**src/rtl/home_status_pkg.sv**
```systemverilog
// Shared types and constants for the home status serial transmitter.
package home_status_pkg;

  localparam int FRAME_DATA_BITS = 9;
  localparam int FRAME_BITS      = 12;

  typedef enum logic [2:0] {
    ST_IDLE   = 3'd0,
    ST_START  = 3'd1,
    ST_DATA   = 3'd2,
    ST_PARITY = 3'd3,
    ST_STOP   = 3'd4
  } state_e;

  localparam logic [2:0] DISP_IDLE          = 3'd0;
  localparam logic [2:0] DISP_FRONT_DOOR    = 3'd1;
  localparam logic [2:0] DISP_REAR_DOOR     = 3'd2;
  localparam logic [2:0] DISP_ALARM_BUZZER  = 3'd3;
  localparam logic [2:0] DISP_WINDOW_BUZZER = 3'd4;
  localparam logic [2:0] DISP_HEATER        = 3'd5;
  localparam logic [2:0] DISP_COOLER        = 3'd6;

  // Parity bit that brings the total ones count (data + parity) to even or odd.
  function automatic logic frame_parity(input logic [FRAME_DATA_BITS-1:0] data,
                                        input logic even);
    return even ? (^data) : (~^data);
  endfunction

endpackage

```
**src/rtl/home_status_tx_if.sv**
```systemverilog
// Status inputs and serial outputs of the home status transmitter.
interface home_status_tx_if;
  logic [2:0] display;
  logic [5:0] temperature;
  logic       send_req;
  logic       tx;
  logic       busy;
  logic       frame_done;

  modport master (output display, temperature, send_req,
                  input  tx, busy, frame_done);
  modport slave  (input  display, temperature, send_req,
                  output tx, busy, frame_done);
endinterface

```
**src/rtl/home_status_baud_tick.sv**
```systemverilog
// Bit-period cycle counter; bit_tick marks the last cycle of each bit period.
module home_status_baud_tick #(
  parameter int CLKS_PER_BIT = 16
) (
  input  logic clk,
  input  logic reset,
  input  logic clr,
  output logic bit_tick
);

  localparam int CW = (CLKS_PER_BIT > 1) ? $clog2(CLKS_PER_BIT) : 1;
  localparam logic [CW-1:0] LAST = CW'(CLKS_PER_BIT - 1);

  logic [CW-1:0] cnt_q, cnt_d;

  always_comb begin
    cnt_d = cnt_q;
    if (clr || cnt_q == LAST) cnt_d = '0;
    else                      cnt_d = cnt_q + 1'b1;
  end

  always_ff @(posedge clk) begin
    if (reset) cnt_q <= '0;
    else       cnt_q <= cnt_d;
  end

  assign bit_tick = !clr && (cnt_q == LAST);

endmodule

```
**src/rtl/home_status_tx.sv**
```systemverilog
// Sends a 12-bit status frame (display code, temperature, parity) to the
// remote panel whenever the display code changes or a send is requested.
//
//   state  | meaning
//   IDLE   | line high, waiting for a trigger
//   START  | start bit (0)
//   DATA   | 9 snapshot bits, LSB first
//   PARITY | parity bit
//   STOP   | stop bit (1); may chain straight into START
module home_status_tx
  import home_status_pkg::*;
#(
  parameter int CLKS_PER_BIT = 16,
  parameter int PARITY_EVEN  = 1
) (
  input  logic             clk,
  input  logic             reset,
  home_status_tx_if.slave  bus
);

  localparam logic [2:0] IDLE   = ST_IDLE;
  localparam logic [2:0] START  = ST_START;
  localparam logic [2:0] DATA   = ST_DATA;
  localparam logic [2:0] PARITY = ST_PARITY;
  localparam logic [2:0] STOP   = ST_STOP;
  localparam logic [3:0] LAST_IDX = 4'(FRAME_DATA_BITS - 1);

  logic [2:0]                 state_q, state_d;
  logic [FRAME_DATA_BITS-1:0] shreg_q, shreg_d;
  logic                       parity_q, parity_d;
  logic [3:0]                 idx_q, idx_d;
  logic [2:0]                 last_sent_q, last_sent_d;
  logic                       pending_q, pending_d;
  logic                       tx_q, tx_d;
  logic                       busy_q, busy_d;
  logic                       frame_done_q, frame_done_d;

  logic                       bit_tick;
  logic                       trigger;
  logic                       snapshot;
  logic [FRAME_DATA_BITS-1:0] snap_data;

  assign trigger   = bus.send_req || (bus.display != last_sent_q);
  assign snap_data = {bus.temperature, bus.display};

  home_status_baud_tick #(.CLKS_PER_BIT(CLKS_PER_BIT)) u_baud (
    .clk      (clk),
    .reset    (reset),
    .clr      (state_q == IDLE),
    .bit_tick (bit_tick)
  );

  always_comb begin
    state_d      = state_q;
    shreg_d      = shreg_q;
    parity_d     = parity_q;
    idx_d        = idx_q;
    last_sent_d  = last_sent_q;
    pending_d    = pending_q;
    tx_d         = tx_q;
    frame_done_d = 1'b0;
    snapshot     = 1'b0;

    case (state_q)
      IDLE: begin
        if (trigger) snapshot = 1'b1;
      end
      START: begin
        if (bit_tick) begin
          state_d = DATA;
          tx_d    = shreg_q[0];
          shreg_d = shreg_q >> 1;
          idx_d   = '0;
        end
      end
      DATA: begin
        if (bit_tick) begin
          if (idx_q == LAST_IDX) begin
            state_d = PARITY;
            tx_d    = parity_q;
          end else begin
            tx_d    = shreg_q[0];
            shreg_d = shreg_q >> 1;
            idx_d   = idx_q + 4'd1;
          end
        end
      end
      PARITY: begin
        if (bit_tick) begin
          state_d = STOP;
          tx_d    = 1'b1;
        end
      end
      STOP: begin
        if (bit_tick) begin
          frame_done_d = 1'b1;
          // A trigger landing in this very cycle is served here, never lost.
          if (pending_q || trigger) begin
            snapshot = 1'b1;
          end else begin
            state_d = IDLE;
            tx_d    = 1'b1;
          end
        end
      end
      default: begin
        state_d = IDLE;
        tx_d    = 1'b1;
      end
    endcase

    if (state_q != IDLE && trigger && !snapshot) pending_d = 1'b1;

    if (snapshot) begin
      state_d     = START;
      tx_d        = 1'b0;
      shreg_d     = snap_data;
      parity_d    = frame_parity(snap_data, PARITY_EVEN != 0);
      last_sent_d = bus.display;
      pending_d   = 1'b0;
      idx_d       = '0;
    end

    busy_d = (state_d != IDLE);
  end

  always_ff @(posedge clk) begin
    if (reset) begin
      state_q      <= IDLE;
      shreg_q      <= '0;
      parity_q     <= 1'b0;
      idx_q        <= '0;
      last_sent_q  <= DISP_IDLE;
      pending_q    <= 1'b0;
      tx_q         <= 1'b1;
      busy_q       <= 1'b0;
      frame_done_q <= 1'b0;
    end else begin
      state_q      <= state_d;
      shreg_q      <= shreg_d;
      parity_q     <= parity_d;
      idx_q        <= idx_d;
      last_sent_q  <= last_sent_d;
      pending_q    <= pending_d;
      tx_q         <= tx_d;
      busy_q       <= busy_d;
      frame_done_q <= frame_done_d;
    end
  end

  assign bus.tx         = tx_q;
  assign bus.busy       = busy_q;
  assign bus.frame_done = frame_done_q;

endmodule

```
**src/flat_wrapper.sv**
```systemverilog
// flat-port wrapper written by rule: the top's interface ports become plain ports
module home_status_tx_flat import home_status_pkg::*;
#(
  parameter int CLKS_PER_BIT = 16,
  parameter int PARITY_EVEN  = 1
)
  (clk, reset, bus_display, bus_temperature, bus_send_req, bus_tx, bus_busy, bus_frame_done);
  home_status_tx_if bus_i ();
  input  logic clk;
  input  logic reset;
  input wire logic [$bits(bus_i.display)-1:0] bus_display;
  input wire logic [$bits(bus_i.temperature)-1:0] bus_temperature;
  input wire logic [$bits(bus_i.send_req)-1:0] bus_send_req;
  output wire logic [$bits(bus_i.tx)-1:0] bus_tx;
  output wire logic [$bits(bus_i.busy)-1:0] bus_busy;
  output wire logic [$bits(bus_i.frame_done)-1:0] bus_frame_done;
  assign bus_i.display = bus_display;
  assign bus_i.temperature = bus_temperature;
  assign bus_i.send_req = bus_send_req;
  assign bus_tx = bus_i.tx;
  assign bus_busy = bus_i.busy;
  assign bus_frame_done = bus_i.frame_done;
  home_status_tx #(.CLKS_PER_BIT(CLKS_PER_BIT), .PARITY_EVEN(PARITY_EVEN)) u_core (.clk(clk), .reset(reset), .bus(bus_i));
endmodule
```
**config.mk**
```make
export PLATFORM = sky130hd
export DESIGN_NAME = home_status_tx_flat
export DESIGN_NICKNAME = d
export VERILOG_FILES = /design/src/rtl/home_status_pkg.sv /design/src/rtl/home_status_tx_if.sv /design/src/rtl/home_status_baud_tick.sv /design/src/rtl/home_status_tx.sv /design/src/flat_wrapper.sv
export SDC_FILE = /design/constraint.sdc
export NUM_CORES = 1
export LEC_CHECK = 0
export BUFFER_PORTS_ARGS = -buffer_cell sky130_fd_sc_hd__buf_2
export CAP_MARGIN = 20
export CORE_MARGIN = 8
export CORE_UTILIZATION = 25
export CTS_BUF_LIST = sky130_fd_sc_hd__clkbuf_4
export DETAILED_ROUTE_END_ITERATION = 10
export PLACE_DENSITY = 0.43
export RECOVER_POWER = 100
export SLEW_MARGIN = 0
export SYNTH_ARGS = -nofsm -noshare
export SYNTH_HDL_FRONTEND = slang
export SYNTH_HIERARCHICAL = 1
export SYNTH_SLANG_ARGS = --single-unit
export TNS_END_PERCENT = 20
```
**constraint.sdc**
```tcl
create_clock -name clk -period 2.9 [get_ports clk]
set_input_delay 0.58 -clock clk [delete_from_list [all_inputs] [get_ports clk]]
set_output_delay 0.58 -clock clk [all_outputs]
set_load 0.005 [all_outputs]
```
== After elaboration in Yosys (flattened, before gate mapping) ==
Index checks and enable logic that the tools add are counted.
Cells by class
  muxes and demuxes: 30
  reduce and logical (&&, ||, !) cells: 20
  add/sub/neg operators: 2
  bitwise operators: 1
  equal/unequal tests: 17
Operator list (number)
  2-to-1 mux 9 bit: 4
  2-to-1 mux 3 bit: 7
  one-hot mux 9 bit (2 select lines): 1
  one-hot mux 3 bit (5 select lines): 1
  2-to-1 mux 4 bit: 3
  != test 3 x 1 -> 1 bit, second input constant: 4
  2-to-1 mux 1 bit: 11
  nonzero test 3 bit: 3
  parity 9 bit: 1
  adder 4 x 1 -> 4 bit, second input constant: 2
  equality test 4 bit, second input constant: 2
  one-hot mux 4 bit (2 select lines): 1
  AND reduction 4 bit: 2
  equality test 3 x 2 -> 1 bit, second input constant: 2
  != test 2 x 1 -> 1 bit, second input constant: 3
  != test 3 x 2 -> 1 bit, second input constant: 2
  AND reduction 6 bit: 1
  OR reduction 2 bit: 3
  one-hot mux 1 bit (5 select lines): 1
  equality test 3 x 1 -> 1 bit, second input constant: 1
  equality test 3 bit, second input constant: 1
  logical AND 1 bit: 3
  zero test 3 bit: 1
  logical OR 1 bit: 3
  6 further kinds: 7
Storage, ports and cells
  input bits: 12
  word-level logic and storage cells: 80
  register bits after elaboration: 28

== Longest topological paths before layout ==
Gate-level depths: netlist (run 1).
  word-level depth: 8
  gate-level depth with buffers: 10
  mapped depth without buffers: 8

== Hierarchy ==
The synthesis (run 1) kept the hierarchy.
Modules (own cells, without submodules)
  home_status_tx: cells each 146, area each 1265.0 um2, times used 1, sequential area each 480.5 um2
  home_status_baud_tick: cells each 16, area each 157.7 um2, times used 1, sequential area each 80.1 um2

== Worst setup path after synthesis (run 1) ==
Ideal clock, no wire load.
  path kind: reg2reg
  start point: register u_core.state_q[1]
  end point: register u_core.tx_q (netlist: u_core/bus.tx)
  clock period less this slack: 1919 ps
  arrival: 1803 ps
  cell stages (with the launch flop): 10
  data required time: 2784 ps
  setup slack: 981 ps
  cells stage by stage: dfxtp_1 buf_2 or2_4 nor2_1 nor2_1 inv_1 a21oi_2 a21bo_4 buf_8 a31o_2
Between the ends
  cells in the longest elaborated chain, start to end: 7
  elaborated cells between the ends (all ways): 18
Ends and longest elaborated chain
  from (decl): line home_status_tx.sv:28  | logic [2:0] state_q, state_d;
  from (signal assigned): line home_status_tx.sv:139  | state_q <= state_d;
  zero test 3 bit *: line home_status_tx.sv:49  | .clr (state_q == IDLE),
  zero test 1 bit *: line home_status_baud_tick.sv:27  | assign bit_tick = !clr && (cnt_q == LAST);
  logical AND 1 bit *: line home_status_baud_tick.sv:27
  via u_core.bit_tick: line home_status_tx.sv:38  | logic bit_tick;
  2-to-1 mux 1 bit: line home_status_tx.sv:95  | if (bit_tick) begin
  one-hot mux 1 bit (2 select lines): line home_status_tx.sv:64  | case (state_q)
  != test 3 x 1 -> 1 bit (no line), or another cell as far along
  AND reduction 6 bit (no line)
  to (signal assigned): line home_status_tx.sv:145  | tx_q <= tx_d;
  to (decl): line home_status_tx.sv:34  | logic tx_q, tx_d;
The timed path passes the listed nets; every way through them passes the cells marked *.
A chain may end at the register's enable or synchronous reset.

== Worst setup path in the final report (run 1) ==
  start point: register u_core.state_q[0]
  end point: register u_core.shreg_q[0]
Between the ends
  cells in the longest elaborated chain, start to end: 7
  elaborated cells between the ends (all ways): 15
Ends and longest elaborated chain
  zero test 3 bit *: line home_status_tx.sv:49
  zero test 1 bit *: line home_status_baud_tick.sv:27
  logical AND 1 bit *: line home_status_baud_tick.sv:27
  via u_core.bit_tick: line home_status_tx.sv:38
  2-to-1 mux 1 bit: line home_status_tx.sv:95
  one-hot mux 1 bit (2 select lines): line home_status_tx.sv:64
  != test 3 x 2 -> 1 bit (no line), or another cell as far along
  AND reduction 4 bit (no line)
  to (signal assigned): line home_status_tx.sv:140  | shreg_q <= shreg_d;
  to (decl): line home_status_tx.sv:29  | logic [FRAME_DATA_BITS-1:0] shreg_q, shreg_d;
Marked as above.

==> results.sh, run 1 <==
export IMPL_cellLeakagePower_nw=0.532
export IMPL_slowest_stage="dfxtp_1"
export IMPL_hold_buffers=0
export IMPL_cts_sinks=28
export IMPL_yosysMostFrequentCell="dfxtp_1"
export IMPL_vias_per_cell=4.64
export IMPL_finalPower_mw=0.722
export IMPL_gp_congestion=0.772
export IMPL_io_pin_count=15
export IMPL_cts_tree="yes"
export IMPL_clk_pin_slew_worst_paths_ns=0.16
export IMPL_diodes=0
export IMPL_tightest_slew_ns=0.463
export IMPL_period_minus_slack_ns=2.44
export IMPL_synth_ff_type="dfxtp_1"
export IMPL_ys_seq_area_share_pct=39.4
export IMPL_stdcell_area_sq_um=1540
export IMPL_synthSimpleGateAreaFrac_pct=24.7
export IMPL_grt_remaining_overflow=0
export IMPL_maxCapViolCount=0
export IMPL_synthXorXnorAreaFrac_pct=10.8
export IMPL_synthCells=162
export IMPL_htree_num_levels=1
export IMPL_core_sq_um=5510
export IMPL_ir_drop_mv=0.213
export IMPL_cts_root_buf="clkbuf_4"
export IMPL_syn_area_per_cell_sq_um=8.78
export IMPL_clock_fmax_ghz=0.411
export IMPL_layout_drive_gt1_share_pct=13.8
export IMPL_synth_area_leader_cell="dfxtp_1"
export IMPL_drv_slew=0
export IMPL_path_class="register to register"
export IMPL_path_buf_inv=1
export IMPL_num_vias=1142
export IMPL_wirelength_mm=3.11
export IMPL_slew_headroom_pct=68.9
export IMPL_rsz0062_at_grt="no"
export IMPL_layout_area_seq_sq_um=561
export IMPL_cts_buffer_depth=2
export IMPL_outcome="completed"
export IMPL_track_usage_pct=7.27
export IMPL_hold_class="register to register"
export IMPL_synth_edf_count=0
export IMPL_clkLatencyLatePin_ns=0.33
export IMPL_first_global_vias=1117
export IMPL_synth_top_area_share_pct=39.4
export IMPL_setup_worst_path_end_class="register"
export IMPL_start_kind="register"
export IMPL_hold_viol_final=0
export IMPL_io_buffers=14
export IMPL_yosys_warnings=6
export IMPL_cts_buffers=3
export IMPL_synthesis_nets=177
export IMPL_worstPathArrival_ns=2.70
export IMPL_initial_core_util_pct=25.8
export IMPL_num_rows=27
export IMPL_first_pass_iters=4
export IMPL_synth_distinct_cells=39
export IMPL_synthTopCellsByCount="28 x dfxtp_1, 22 x nand2_1, 17 x nand3_1, 15 x a21oi_1, 8 x xnor2_1"
export IMPL_synthAdderAreaFrac_pct=2.64
export IMPL_final_nets=190
export IMPL_cpMostUsedCell="nor2_1"
export IMPL_setup_tns_ns=0
export IMPL_synthToLayoutAreaGrowth_pct=8.53
export IMPL_antenna_found_initial=0
export IMPL_synth_top_family_by_area="simple AND/OR/NAND/NOR gates"
export IMPL_crit_required_ns=3.17
export IMPL_multi_input_area_sq_um=778
export IMPL_die_h_um=91.4
export IMPL_async_flop_share_pct=0
export IMPL_ys_ff_latch=28
export IMPL_ctsResizeCount=0
export IMPL_synthMuxAreaShare_pct=0
export IMPL_synth_top_cells_by_area="dfxtp_1 39%, nand3_1 6.0%, nand2_1 5.8%, a21oi_1 5.3%, xnor2_1 4.9%"
export IMPL_post_cts_setup_buffers=0
export IMPL_dr_first_iter_drc_count=91
export IMPL_die_x_um=91.4
export IMPL_path_cells="or2_4 -> nor2_1 -> nor2_1 -> inv_1 -> a21oi_1 -> a21boi_2 -> nand2_1 -> a31oi_1"
export IMPL_grt_max_degree=22
export IMPL_grt_pass1_wl_mm=5.21
export IMPL_finalSetupViolations=0
export IMPL_drcViolationCount=0
export IMPL_placed_area_sq_um=1530
export IMPL_avgRoutedWirePerCell_um=12.7
export IMPL_min_period_over_period_pct=84.0
export IMPL_post_dp_hpwl_mm=2.22
export IMPL_synth_compound_area_share_pct=16.8
export IMPL_fill_cells=607
export IMPL_max_stage_delay_ns=0.53
export IMPL_path_max_fanout=11
export IMPL_clock_skew_ns=0.00493
export IMPL_die_area_sq_um=8360
export IMPL_antenna_left=0
export IMPL_synth_area_sq_um=1420
export IMPL_power_density_nw_per_um2=468
export IMPL_cp_top_family="compound AO/OA/AOI/OAI gates"
==> final cells by class <==
type,count,area share (%)
sequential,28,36.3
multi-input combinational,122,50.4
inverter,6,1.46
tap,72,5.83
timing repair buffer,14,4.29
clock inverter,1,0.243
clock buffer,3,1.46
==> cells in the final DEF, fill, tap and decap left out, types with 4 or more instances in the layout <==
| cell | synthesis | routed |
|---|---|---|
| a21oi_1 | 15 | 16 |
| a22oi_1 | 5 | 5 |
| buf_2 | 2 | 11 |
| dfxtp_1 | 28 | 28 |
| inv_1 | 6 | 6 |
| nand2_1 | 22 | 22 |
| nand3_1 | 17 | 17 |
| nor2_1 | 7 | 7 |
| nor3_1 | 6 | 6 |
| o21ai_0 | 4 | 4 |
| xnor2_1 | 8 | 8 |
| xor2_1 | 7 | 7 |
==> kinds of logic (layout without fill, tap and decap cells) <==
family	Yosys count	count (layout)
xor gates and xnor gates	16	16
DFF	28	28
buffers and inverters	12	24
and+or+nand+nor	67	67
adders and majority gates	3	3
AOI/OAI and AO/OA	36	36
==> per-stage QoR <==
step                      hold WS [ns]  cells  utilization, %  setup slack [ns]
after floorplan                  0.418    162               -             0.981
after detailed placement         0.440    242            27.7             0.540
after CTS                        0.469    246            28.2             0.502
after global routing             0.484    246            28.0             0.138
final                            0.465    246            28.0             0.465
after global placement           0.438    242            27.7             0.615
==> flip-flops by register name (all words and copies together), names as in the netlist <==
register / count
u_core/shreg_q: 9
u_core/idx_q: 4
u_core/u_baud/cnt_q: 4
u_core/last_sent_q: 3
u_core/state_q: 3
u_core/bus.busy: 1
u_core/bus.frame_done: 1
u_core/bus.tx: 1
u_core/parity_q: 1
u_core/pending_q: 1
==> power by group <==
group | internal [mW] | switching (mW)
Clock | 0.0506 | 0.121
Sequential | 0.409 | 0.0148
Combinational | 0.0567 | 0.0704
Total | 0.516 | 0.206
==> layer usage <==
layer,track usage [%],share of wire (%),up-vias
met5,0,0,-
met4,0.409,0,0
met3,2.22,3.8,0
met2,11.5,44,15
met1,9.85,52,536
li1,-,-,591
==> worst paths after layout <==
check                                     from                           endpoint  slack [ns]  cells after the start
max               u_core/state_q[0]$_SDFF_PP0_     u_core/shreg_q[0]$_SDFFE_PP0P_        0.46                      8
min          u_core/u_baud/cnt_q[0]$_SDFF_PP0_  u_core/u_baud/cnt_q[0]$_SDFF_PP0_        0.46                      1
max reg2reg       u_core/state_q[0]$_SDFF_PP0_     u_core/shreg_q[0]$_SDFFE_PP0P_        0.46                      8
min reg2reg  u_core/u_baud/cnt_q[0]$_SDFF_PP0_  u_core/u_baud/cnt_q[0]$_SDFF_PP0_        0.46                      1
Power figures use the tool's default switching activity.
==> run 2: changes to the inputs <==
Settings changed: ABC_AREA set to 1, PLACE_DENSITY 0.43 to 0.42.
Clock period 2.9 ns to 2.3 ns, I/O delays scaled along.
==> run 2 against run 1 <==
Utilization grew 0.51 points. Die area increased by 7.7%. Clock power rose by 23%. Sequential power up 28%. First-iteration DRC count down 38%. Setup slack got worse by 0.13 ns. Sequential share of layout area fell by 3.3 points. Wire length up 16%. Critical endpoint is now u_core/last_sent_q[2]$_SDFFE_PP0P_. Largest power group unchanged.
==> results.sh, run 2 <==
export IMPL_diodes=0
export IMPL_core_sq_um=5960
export IMPL_synthCells=214
export IMPL_antenna_left=0
export IMPL_cp_top_family="simple AND/OR/NAND/NOR gates"
export IMPL_num_rows=28
export IMPL_num_vias=1335
export IMPL_power_density_nw_per_um2=567
export IMPL_rsz0062_at_grt="no"
export IMPL_tightest_slew_ns=0.430
export IMPL_grt_pass1_wl_mm=6.00
export IMPL_cts_sinks=28
export IMPL_cts_buffer_depth=2
export IMPL_ys_seq_area_share_pct=36.0
export IMPL_rrSetupSlack_ns=0.33
export IMPL_synth_area_sq_um=1560
export IMPL_post_cts_setup_buffers=0
export IMPL_synth_edf_count=0
export IMPL_cts_buffers=3
export IMPL_cellLeakagePower_nw=0.746
export IMPL_syn_area_per_cell_sq_um=7.27
export IMPL_hold_viol_final=0
export IMPL_setup_tns_ns=0
export IMPL_finalSetupViolations=0
export IMPL_cp_num_cells=9
export IMPL_layout_drive_gt1_share_pct=16.9
export IMPL_setup_slack_ns=0.331
export IMPL_ir_drop_mv=0.215
export IMPL_ctsResizeCount=0
export IMPL_die_x_um=94.9
export IMPL_initial_core_util_pct=26.1
export IMPL_period_minus_slack_ns=1.97
export IMPL_crit_required_ns=2.53
export IMPL_first_pass_iters=4
export IMPL_drcViolationCount=0
export IMPL_pre_cts_slack_ns=0.287
export IMPL_synth_top_cells_by_area="dfxtp_1 36%, nand2_1 14%, nand3_1 6.8%, inv_1 5.8%, nand3_2 5.1%"
export IMPL_synthesis_nets=229
export IMPL_max_stage_delay_ns=0.38
export IMPL_layout_commonest_cell="nand2_1"
export IMPL_endpoint="u_core/last_sent_q[2]$_SDFFE_PP0P_"
export IMPL_yosys_warnings=6
export IMPL_wirelength_mm=3.62
export IMPL_maxCapViolCount=0
export IMPL_outcome="completed"
export IMPL_avgRoutedWirePerCell_um=11.8
export IMPL_slowest_stage="dfxtp_1"
export IMPL_startpoint="u_core/state_q[1]$_SDFF_PP0_"
export IMPL_grt_remaining_overflow=0
export IMPL_reg2reg_depth=9
export IMPL_path_buf_inv=1
export IMPL_hp_start="bus_temperature[5]"
export IMPL_final_nets=247
export IMPL_io_buffers=14
export IMPL_reg_top3="u_core/shreg_q (9), u_core/idx_q (4), u_core/u_baud/cnt_q (4)"
export IMPL_vias_per_cell=4.36
export IMPL_slew_headroom_pct=71.2
export IMPL_grt_max_degree=16
export IMPL_post_dp_hpwl_mm=2.83
export IMPL_largest_register_ff_count=9
export IMPL_hold_buffers=0
export IMPL_clk_pin_slew_worst_paths_ns=0.15
export IMPL_drv_slew=0
export IMPL_layout_common_cells="57 x nand2_1, 28 x dfxtp_1, 24 x inv_1"
export IMPL_post_route_util_pct=28.6
export IMPL_timing_rr_start="u_core/state_q[1]$_SDFF_PP0_"
export IMPL_synth_distinct_cells=29
export IMPL_track_usage_pct=8.42
export IMPL_setup_worst_path_end_class="register"
export IMPL_clock_fmax_ghz=0.508
export IMPL_cts_root_buf="clkbuf_4"
export IMPL_antenna_found_initial=0
export IMPL_synthTopCellsByCount="56 x nand2_1, 28 x dfxtp_1, 24 x inv_1, 21 x nand3_1, 19 x nor2_1"
export IMPL_finalPower_mw=0.965
export IMPL_clkLatencyLatePin_ns=0.33
export IMPL_io_pin_count=15
export IMPL_start_kind="register"
export IMPL_synth_top_area_share_pct=36.0
export IMPL_placed_area_sq_um=1700
export IMPL_async_flop_share_pct=0
export IMPL_die_area_sq_um=9000
export IMPL_cts_tree="yes"
export IMPL_worstPathArrival_ns=2.20
export IMPL_clock_skew_ns=0.00659
export IMPL_stdcell_area_sq_um=1700
export IMPL_synth_ff_type="dfxtp_1"
export IMPL_top_register="u_core/shreg_q"
export IMPL_path_cells="inv_1 -> nand2_1 -> nor2_1 -> nor2_1 -> nand2_2 -> nand2_4 -> nand2_4 -> nand2_1 -> o21ai_0"
export IMPL_htree_num_levels=1
export IMPL_min_period_over_period_pct=85.6
export IMPL_path_max_fanout=14
export IMPL_yosysMostFrequentCell="nand2_1"
export IMPL_r2r_end="u_core/last_sent_q[2]$_SDFFE_PP0P_"
export IMPL_ys_ff_latch=28
export IMPL_dr_first_iter_drc_count=56
export IMPL_gp_congestion=0.694
export IMPL_synthToLayoutAreaGrowth_pct=9.33
export IMPL_synth_area_leader_cell="dfxtp_1"
export IMPL_path_class="register to register"
export IMPL_hold_class="primary input to register"
export IMPL_die_h_um=94.9
export IMPL_first_global_vias=1271
-- run 2: routing by layer --
| metal | vias up | share of wire, % | global-route usage (%) | wire length [um] |
|---|---|---|---|---|
| met3 | 2 | 2.6 | 1.19 | 94 |
| li1 | 721 | - | - | - |
| met5 | - | 0 | 0 | 0 |
| met2 | 14 | 45 | 13.5 | 1650 |
| met4 | 0 | 1.1 | 3.90 | 40 |
| met1 | 598 | 51 | 10.9 | 1840 |
-- run 2: worst reg2reg max path: stages (launching register included) --
cell	delay [ns]
dfxtp_1	0.38
inv_1	0.07
nand2_1	0.13
nor2_1	0.11
nor2_1	0.38
nand2_2	0.16
nand2_4	0.15
nand2_4	0.15
nand2_1	0.24
o21ai_0	0.11
-- run 2: layout make-up --
type,instances,area (sq um)
clock buffers,3,22.5
flip-flops and latches,28,561
clock inverters,1,3.75
fillers,683,4260
multi-input cells,154,828
inverters,29,109
repair buffers,16,82.6
well taps,75,93.8
-- run 2: where the power goes --
| group | switching [mW] | leakage [nW] | total (mW) | internal, mW |
|---|---|---|---|---|
| Sequential | 0.0221 | 0.230 | 0.543 | 0.521 |
| Clock | 0.146 | 0.0154 | 0.210 | 0.0637 |
| Combinational | 0.136 | 0.501 | 0.212 | 0.0760 |
-- run 2: worst min-delay path by stage --
stage                                        endpoint  slack, ns  depth (start not counted)
finish                 u_core/shreg_q[8]$_SDFFE_PP0P_       0.39                          3
global route           u_core/shreg_q[8]$_SDFFE_PP0P_       0.38                          3
CTS                    u_core/shreg_q[8]$_SDFFE_PP0P_       0.37                          3
detailed placement  u_core/u_baud/cnt_q[0]$_SDFF_PP0_       0.46                          1
global placement    u_core/u_baud/cnt_q[0]$_SDFF_PP0_       0.45                          1
floorplan           u_core/u_baud/cnt_q[0]$_SDFF_PP0_       0.43                          1
-- run 2: logic make-up after synthesis --
| kind of cell | Yosys count | synth area share, % |
|---|---|---|
| DFF | 28 | 36.0 |
| AOI/OAI and AO/OA | 25 | 11.2 |
| adders and majority gates | 3 | 2.41 |
| and+or+nand+nor | 117 | 36.0 |
| xor gates and xnor gates | 9 | 5.07 |
| buffers and inverters | 32 | 9.25 |
-- run 2: metrics by stage --
stage	instances	hold slack, ns
finish	306	0.389
CTS	306	0.368
global route	306	0.380
detailed placement	302	0.461
global placement	302	0.448
floorplan	214	0.430
==> run 3: changes to the inputs <==
Settings changed: CORE_MARGIN 8 to 2.
==> run 3 against run 2 <==
Die area down 24%. Sequential power about the same. Critical path type unchanged. Fmax up 0.95%. Hold slack better by 0.0044 ns. Largest cell class unchanged. Critical endpoint is now u_core/shreg_q[2]$_SDFFE_PP0P_. Register-to-register slack better by 0.02 ns.
==> results.sh, run 3 (same netlist as run 2, synthesis figures left out) <==
export IMPL_cts_sinks=28
export IMPL_maxCapViolCount=0
export IMPL_start_kind="register"
export IMPL_reg_top3="u_core/shreg_q (9), u_core/idx_q (4), u_core/u_baud/cnt_q (4)"
export IMPL_top_register="u_core/shreg_q"
export IMPL_first_global_vias=1305
export IMPL_rsz0062_at_grt="no"
export IMPL_hp_start="bus_temperature[5]"
export IMPL_num_rows=28
export IMPL_drcViolationCount=0
export IMPL_post_route_util_pct=28.6
export IMPL_die_x_um=82.9
export IMPL_multi_input_area_sq_um=831
export IMPL_io_pin_count=15
export IMPL_drv_slew=0
export IMPL_grt_max_degree=16
export IMPL_layout_cells_non_filler=306
export IMPL_setup_tns_ns=0
export IMPL_avgRoutedWirePerCell_um=11.1
export IMPL_clk_pin_slew_worst_paths_ns=0.15
export IMPL_wirelength_mm=3.40
export IMPL_layout_area_seq_sq_um=561
export IMPL_die_h_um=82.9
export IMPL_htree_num_levels=1
export IMPL_crit_required_ns=2.54
export IMPL_slew_headroom_pct=74.4
export IMPL_diodes=0
export IMPL_rrSetupSlack_ns=0.35
export IMPL_gp_congestion=0.771
export IMPL_grt_remaining_overflow=0
export IMPL_outcome="completed"
export IMPL_finalPower_mw=0.975
export IMPL_hold_class="primary input to register"
export IMPL_die_area_sq_um=6870
export IMPL_place_inst=302
export IMPL_reg2reg_depth=10
export IMPL_path_class="register to register"
export IMPL_grt_pass1_wl_mm=5.98
export IMPL_core_sq_um=5960
export IMPL_min_to="u_core/shreg_q[8]$_SDFFE_PP0P_"
export IMPL_cts_tree="yes"
export IMPL_setup_worst_path_end_class="register"
export IMPL_first_pass_iters=4
export IMPL_final_nets=247
export IMPL_layout_drive_gt1_share_pct=16.9
export IMPL_initial_core_util_pct=26.1
export IMPL_hold_buffers=0
export IMPL_clock_skew_ns=0.0135
export IMPL_layout_common_cells="58 x nand2_1, 28 x dfxtp_1, 25 x inv_1"
export IMPL_period_minus_slack_ns=1.95
export IMPL_cts_buffers=3
export IMPL_synthToLayoutAreaGrowth_pct=9.41
export IMPL_tightest_slew_ns=0.383
export IMPL_finalSetupViolations=0
export IMPL_post_dp_hpwl_mm=2.63
export IMPL_post_cts_setup_buffers=0
export IMPL_worstPathArrival_ns=2.19
export IMPL_antenna_found_initial=0
export IMPL_fill_cells=683
export IMPL_antenna_left=0
export IMPL_vias_per_cell=4.29
export IMPL_clock_fmax_ghz=0.513
export IMPL_hold_viol_final=0
export IMPL_cellLeakagePower_nw=0.752
export IMPL_timing_rr_start="u_core/state_q[0]$_SDFF_PP0_"
export IMPL_min_path_cells=3
export IMPL_ir_drop_mv=0.281
export IMPL_track_usage_pct=10.5
export IMPL_path_max_fanout=9
export IMPL_cts_root_buf="clkbuf_4"
export IMPL_r2r_end="u_core/shreg_q[2]$_SDFFE_PP0P_"
export IMPL_largest_register_ff_count=9
export IMPL_num_vias=1313
export IMPL_io_buffers=14
export IMPL_layout_commonest_cell="nand2_1"
export IMPL_min_period_over_period_pct=84.8
export IMPL_power_density_nw_per_um2=573
export IMPL_clkLatencyLatePin_ns=0.34
export IMPL_cts_buffer_depth=2
export IMPL_dr_first_iter_drc_count=79
==> run 3: cell counts in the layout (fill, tap and decap cells not counted) <==
No cell type changed its count.
==> run 3: power by group <==
group	switching, mW	total, mW	internal (mW)
clock	0.157	0.221	0.0638
sequential	0.0203	0.541	0.521
combinational	0.137	0.213	0.0764
total	0.314	0.975	0.661
==> run 3: layout make-up <==
type,count,area share (%)
timing repair buffer,16,4.78
sequential,28,32.9
inverter,29,6.40
clock buffer,3,1.32
tap,75,5.51
multi-input combinational,154,48.8
clock inverter,1,0.221
==> run 3: timing repair <==
action | 4_1_cts | 5_1_grt
hold endpoints to repair | 0 | 0
endpoints found under the setup margin | 0 | 1
resized for setup | 0 | 1
==> run 3: worst max-delay path: stages (launching register included) <==
cell	delay, ns
dfxtp_1	0.39
inv_1	0.09
nand2_1	0.16
nor2_4	0.07
nor2_2	0.24
nand3_1	0.34
clkbuf_2	0.31
nand3_1	0.12
nand2_1	0.06
nand2_1	0.05
nand2_1	0.05
==> run 3: worst max-delay path by stage <==
stage                                            from                            endpoint  depth (start not counted)  slack, ns
finish                   u_core/state_q[0]$_SDFF_PP0_      u_core/shreg_q[2]$_SDFFE_PP0P_                         10       0.35
global route             u_core/state_q[0]$_SDFF_PP0_  u_core/last_sent_q[2]$_SDFFE_PP0P_                          9       0.08
CTS                 u_core/u_baud/cnt_q[0]$_SDFF_PP0_  u_core/last_sent_q[2]$_SDFFE_PP0P_                          8       0.21
detailed placement  u_core/u_baud/cnt_q[0]$_SDFF_PP0_  u_core/last_sent_q[2]$_SDFFE_PP0P_                          8       0.23
global placement    u_core/u_baud/cnt_q[0]$_SDFF_PP0_  u_core/last_sent_q[2]$_SDFFE_PP0P_                          8       0.25
floorplan           u_core/u_baud/cnt_q[0]$_SDFF_PP0_      u_core/shreg_q[2]$_SDFFE_PP0P_                         11       0.63
==> run 3: layer usage <==
metal	track usage, %	part of all wire (%)	wire length, um
met5	0	0	0
met3	2.09	1.4	47
met2	16.6	47	1590
met4	3.13	1.2	40
met1	14.3	51	1720
==> run 3: metrics by stage <==
| stage | hold slack, ns | cell area (sq um) | setup slack (ns) |
|---|---|---|---|
| final | 0.394 | 1700 | 0.349 |
| after global routing | 0.383 | 1700 | 0.0805 |
| after CTS | 0.379 | 1730 | 0.207 |
| after detailed placement | 0.458 | 1700 | 0.235 |
| after global placement | 0.451 | 1700 | 0.248 |
| after floorplan | 0.430 | 1560 | 0.634 |
